==> config.mk <==
export PLATFORM = sky130hd
export DESIGN_NAME = pipe_ctrl
export DESIGN_NICKNAME = d
export VERILOG_FILES = /design/src/rtl/pipe_ctrl.sv
export SDC_FILE = /design/constraint.sdc
export NUM_CORES = 1
export LEC_CHECK = 0
export CELL_PAD_IN_SITES_DETAIL_PLACEMENT = 1
export CELL_PAD_IN_SITES_GLOBAL_PLACEMENT = 1
export CORE_ASPECT_RATIO = 1.1
export CORE_MARGIN = 10
export CORE_UTILIZATION = 30
export CTS_BUF_LIST = sky130_fd_sc_hd__clkbuf_4 sky130_fd_sc_hd__clkbuf_8 sky130_fd_sc_hd__clkbuf_16
export DETAILED_ROUTE_END_ITERATION = 8
export GPL_ROUTABILITY_DRIVEN = 0
export GPL_TIMING_DRIVEN = 0
export PLACE_DENSITY_LB_ADDON = 0.25
export SETUP_SLACK_MARGIN = 0.2
export SLEW_MARGIN = 5
export SYNTH_ARGS = -nofsm -noshare
export SYNTH_HDL_FRONTEND = slang
export SYNTH_SLANG_ARGS = --single-unit
==> constraint.sdc <==
create_clock -name clk -period 5.5 [get_ports clk]
set_clock_uncertainty 0.2 [all_clocks]
set_input_delay 1.1 -clock clk [delete_from_list [all_inputs] [get_ports clk]]
set_output_delay 1.1 -clock clk [all_outputs]
set_load 0.005 [all_outputs]
==> src/rtl/pipe_ctrl.sv <==
// Pipeline control: per-stage stall/flush generation and redirect sequencing
// for exception entry, interrupt entry and eret.
module pipe_ctrl #(
  parameter int unsigned          ADDR_W       = 30,
  parameter logic [ADDR_W-1:0]    RESET_VECTOR = '0,
  parameter logic [ADDR_W-1:0]    EXC_VECTOR   = ADDR_W'(4)
) (
  input  logic              clk,
  input  logic              reset,
  input  logic              if_busy,
  input  logic              mem_busy,
  input  logic              ld_hazard,
  input  logic              mem_en,
  input  logic [ADDR_W-1:0] mem_pc,
  input  logic              exc_req,
  input  logic [2:0]        exc_code_in,
  input  logic              eret_req,
  input  logic              irq,
  input  logic              int_en,
  output logic              if_stall,
  output logic              id_stall,
  output logic              ex_stall,
  output logic              mem_stall,
  output logic              if_flush,
  output logic              id_flush,
  output logic              ex_flush,
  output logic              mem_flush,
  output logic [ADDR_W-1:0] new_pc,
  output logic [ADDR_W-1:0] epc,
  output logic [2:0]        exc_code,
  output logic              int_active
);

  typedef enum logic [1:0] {
    RUN   = 2'd0,
    FLUSH = 2'd1,
    DRAIN = 2'd2
  } state_t;

  localparam logic [2:0] IRQ_CODE = 3'd1;

  state_t            r_state;
  state_t            w_next;
  logic [ADDR_W-1:0] r_new_pc;
  logic [ADDR_W-1:0] r_epc;
  logic [2:0]        r_exc_code;
  logic              r_int_active;

  logic w_stall;
  logic w_evt_ok;
  logic w_take_exc;
  logic w_take_eret;
  logic w_take_irq;

  assign w_stall = if_busy | mem_busy;

  // Events are only accepted from RUN with the MEM stage valid and advancing.
  assign w_evt_ok    = (r_state == RUN) & ~w_stall & mem_en;
  assign w_take_exc  = w_evt_ok & exc_req;
  assign w_take_eret = w_evt_ok & ~exc_req & eret_req;
  assign w_take_irq  = w_evt_ok & ~exc_req & ~eret_req & irq & int_en & ~r_int_active;

  always_comb begin
    w_next    = r_state;
    if_stall  = w_stall;
    id_stall  = w_stall;
    ex_stall  = w_stall;
    mem_stall = w_stall;
    if_flush  = 1'b0;
    id_flush  = 1'b0;
    ex_flush  = 1'b0;
    mem_flush = 1'b0;
    case (r_state)
      RUN: begin
        if_stall = w_stall | ld_hazard;
        id_flush = ld_hazard & ~w_stall;
        if (w_take_exc | w_take_eret | w_take_irq) begin
          w_next = FLUSH;
        end
      end
      FLUSH: begin
        if_flush  = 1'b1;
        id_flush  = 1'b1;
        ex_flush  = 1'b1;
        mem_flush = 1'b1;
        if (!w_stall) begin
          w_next = DRAIN;
        end
      end
      DRAIN: begin
        w_next = RUN;
      end
      default: begin
        w_next = RUN;
      end
    endcase
  end

  always_ff @(posedge clk or posedge reset) begin
    if (reset) begin
      r_state      <= RUN;
      r_new_pc     <= RESET_VECTOR;
      r_epc        <= '0;
      r_exc_code   <= '0;
      r_int_active <= 1'b0;
    end else begin
      r_state <= w_next;
      if (w_take_exc) begin
        r_epc      <= mem_pc;
        r_exc_code <= exc_code_in;
        r_new_pc   <= EXC_VECTOR;
      end
      if (w_take_eret) begin
        r_new_pc     <= r_epc;
        r_int_active <= 1'b0;
      end
      // The interrupted instruction has not retired, so it re-executes on return.
      if (w_take_irq) begin
        r_epc        <= mem_pc;
        r_exc_code   <= IRQ_CODE;
        r_int_active <= 1'b1;
        r_new_pc     <= EXC_VECTOR;
      end
    end
  end

  assign new_pc     = r_new_pc;
  assign epc        = r_epc;
  assign exc_code   = r_exc_code;
  assign int_active = r_int_active;

endmodule

# After elaboration in Yosys (flattened, before gate mapping)
# Cells that the tools add are included.
# Widths: inputs -> output; s select.
# word_totals
register_bits,66
inputBits,43
output_inout_bits,72
word_cells,46
# classes
eq_ne,3
n_mux,15
n_bitwise,18
n_reduce_logical,5
# op_table
operator,count
$mux 30,5
$and 1x1->1,10
$mux 3,2
$mux 1,4
$mux 2,2
$not 1->1,4
$or 1x1->1,4
$pmux 2 s2,1
$reduce_bool 2->1,2
$reduce_bool 3->1,1
$eq 2x1->1 const B,1
$logic_not 2->1,1
$ne 2x1->1 const B,1
$ne 2x2->1 const B,1
$pmux 1 s2,1
$reduce_and 2->1,1

# Depth between registers and ports, before layout
# depth
ltp_word,12
depth_mapped,5
ltp_nobuf,3

# Worst setup path after synthesis
# Ideal clock, no wire load.
# synth_path
path_type,input port to output port
from,input port mem_busy
to,output port id_flush
arrival_time_ps,1531
required_time_ps,4200
setup_slack_ps,2669
cell_stages,3
path_buffers,0
path_cell_list,nor2_1 -> inv_1 -> o21ai_0
# synth_between
elab_chain_len,4
# synth_rtl
element,line,source
start: declaration,11,"input logic mem_busy,"
$or 1x1->1,55,assign w_stall = if_busy | mem_busy;
via ex_stall,22,"output logic ex_stall,"
$not 1->1,76,id_flush = ld_hazard & ~w_stall;
$and 1x1->1,76,
$pmux 1 s2,73,case (r_state)
end: declaration,25,"output logic id_flush,"
# The timed path passes the listed nets, and every way through them passes these cells.

# Worst setup path in the final report
# layout_path
from,input port mem_busy
to,output port id_flush
# layout_between
elab_chain_len,4
# layout_rtl
element,line
$or 1x1->1,55
$not 1->1,76
$and 1x1->1,76
$pmux 1 s2,73
# No other way between the ends.

==> results.json <==
{
  "worst_hold_path.endpoint": "new_pc[20]",
  "cp_top_family": "buffers and inverters",
  "n_antenna_cell": 0,
  "hold-path-cell-count": 1,
  "drt.antenna.violating_nets": 0,
  "relSlewSlack": 0.454,
  "synth_top_cell_area_share": 0.641,
  "setup_violations": 0,
  "grt_start_max_net_pins": 67,
  "numCtsBuffers": 9,
  "critPathArrivalTime_ns": 2.62,
  "reg2reg_to": "new_pc[13]",
  "clk_latency_ns": 0.33,
  "initial_utilization": 0.308,
  "cts_setup_buffers": 0,
  "maxCapViolations": 0,
  "drtIter0Drc": 35,
  "crit_top_cell": "clkdlybuf4s50_1",
  "ys_top_cells_by_count": "66 x dfrtp_1, 29 x a22o_1, 28 x mux2_2",
  "synth.avg_cell_area_um2": 15.3,
  "cpPeakStageDelay_ns": 0.53,
  "finalSetupTns_ns": 0,
  "syn-num-nets": 211,
  "die_width_um": 108,
  "hp-start": "new_pc[20]",
  "seqPwrFrac": 0.427,
  "dieHeight_um": 117,
  "crit_type": "in2out",
  "pwr-share-comb": 0.301,
  "synth_warnings": 0,
  "clock_path_buffers": 2,
  "ys_seq_elements": 66,
  "fmax_mhz": 255,
  "cts_resized": 0,
  "rrSetupSlack_ns": 3.60,
  "rows": 35,
  "yosysMostFrequentCell": "dfrtp_1",
  "reg2reg_from": "r_state[1]",
  "grt_pass1_wl_um": 12200,
  "crit_path_end_kind": "output pin",
  "power_density_nw_per_um2": 403,
  "critPathBufInv": 3,
  "holdWs_ns": 0.300,
  "ir_drop_mv": 0.160,
  "root_buffer": "clkbuf_8",
  "routedWlPerCell_um": 19.2,
  "fin_util": 0.487,
  "syn_area_um2": 2570,
  "status": "complete, no violations",
  "path_cells": "clkdlybuf4s50_1, nor2_1, inv_1, o21ai_0, clkdlybuf4s50_1",
  "vias": 1898,
  "io-pin-count": 115,
  "critPathRequiredTime_ns": 4.20,
  "reg2reg_depth": 4,
  "die_area_um2": 12700,
  "io_buffer_count": 114,
  "cp_max_fo": 5,
  "p_int_w": 0.00123,
  "netSwitchingPower_w": 0.000418,
  "finalNetCount": 336,
  "holdBufCountCts": 0,
  "synth_cells": 168,
  "slew_violations": 0,
  "seq_area_frac_synth": 0.641,
  "drive_gt1_frac": 0.218,
  "synth_edf_count": 0,
  "rsz0062_at_grt": "false",
  "swShare": 0.254,
  "tightestPinTransition_ns": 0.820,
  "hpwl_um": 5800,
  "critPathLaunchType": "primary input",
  "synthDistinctLibCells": 23,
  "grtUsageTotal": 0.125,
  "gr-total-overflow": 0,
  "synthTopCellsByArea": "dfrtp_1 64%, mux2_2 12%, a22o_1 9.9%",
  "wl_um": 7840,
  "synth.largest_area_cell": "dfrtp_1",
  "clkPwrFrac": 0.272,
  "drc": 0,
  "core_um2": 8360,
  "dp_worst_setup_slack_ns": 1.58,
  "leakage_nw": 1.81,
  "dominantRegCellSynth": "dfrtp_1",
  "async_reset_ff_frac": 1.00,
  "firstDrtPassIters": 4,
  "setup_slack_ns": 1.58,
  "areaGrowthSynthToFinish_pct": 58.3,
  "hold_violations": 0,
  "cts.reportedPaths.clkPinSlew_ns": 0.07,
  "min_period_over_period": 0.714,
  "place_inst": 393,
  "routed_via_density": 4.64,
  "stdcell_count": 409,
  "clkSinkCount": 66,
  "finalCriticalPeriod_ns": 3.92,
  "antenna_found_initial": 0,
  "crit_slowest_cell": "clkdlybuf4s50_1",
  "n_fill_cell": 858,
  "cts_tree": "yes",
  "hold_class": "reg2reg",
  "grt_pass1_vias": 2108,
  "htree_levels": 3
}
[registers in the layout (all words and copies together), names as in the netlist]
| signal | flops |
|---|---|
| epc | 30 |
| exc_code | 3 |
| r_state | 2 |
| int_active | 1 |
| new_pc | 30 |
[cell usage in the layout, fill, tap and decap left out, drive strengths merged]
cell             n
a22o            29
a22oi            1
a31oi            1
a32o             2
a32oi            1
and2             1
and3b            2
and4b            1
and4bb           1
buf             14
bufinv           2
clkbuf          11
clkdlybuf4s50  114
clkinv           3
dfrtp           66
inv              7
mux2            30
nand2b           2
nor2             3
nor4             1
o211ai           2
o21ai            3
or2              1
[per-layer routing]
metal,vias up,wire [um],global-route usage
li1,860,-,-
met1,958,3250,0.147
met2,73,3700,0.192
met3,7,818,0.0646
met4,0,71,0.0449
met5,-,0,0
[per-stage QoR]
step / total power, W / cell area, um^2
2_1_floorplan: 0.000854 / 2570
3_3_place_gp: 0.00120 / 3850
3_5_place_dp: 0.00122 / 3860
4_1_cts: 0.00167 / 4080
5_1_grt: 0.00174 / 4080
6_report: 0.00164 / 4080
[cell type report]
cell class	count	area [um^2]	area share
Sequential cell	66	1650	0.405
Clock buffer	11	139	0.0341
Inverter	7	28.8	0.00706
Buffer	14	114	0.0279
Tap cell	111	139	0.0341
Clock inverter	5	78.8	0.0193
Multi-Input combinational cell	81	783	0.192
Timing Repair Buffer	114	1140	0.280
[power groups by stage]
| stage | Clock (W) | Sequential (W) | Combinational, W |
|---|---|---|---|
| after global placement | 0 | 0.000705 | 0.000498 |
| final | 0.000447 | 0.000702 | 0.000494 |
| after global routing | 0.000485 | 0.000722 | 0.000538 |
| after CTS | 0.000460 | 0.000703 | 0.000511 |
| after floorplan | 0 | 0.000709 | 0.000146 |
| after detailed placement | 0 | 0.000710 | 0.000507 |
[worst max-delay path by stage]
stage               endpoint  startpoint  slack (ns)  cells after the start
finish              id_flush    mem_busy        1.58                      5
detailed placement  id_flush    mem_busy        1.58                      5
global placement     epc[24]       reset        1.35                      2
global route        id_flush    mem_busy        1.45                      5
CTS                 id_flush    mem_busy        1.55                      5
floorplan             epc[0]       reset        2.55                      1
[worst reg2reg max path, stage by stage (launching register included)]
cell and delay, ns:
dfrtp_1 0.42, nor4_4 0.44, o211ai_1 0.26, buf_2 0.27, a22o_1 0.21
[cells by family (layout without fill, tap and decap cells)]
| family | count (synthesis) | after routing | synth area share |
|---|---|---|---|
| DFF | 66 | 66 | 0.641 |
| AOI/OAI and AO/OA | 39 | 39 | 0.132 |
| muxes | 30 | 30 | 0.134 |
| buffers and inverters | 21 | 151 | 0.0544 |
| and+or+nand+nor | 12 | 12 | 0.0379 |
(Power assumes the default switching activity.)
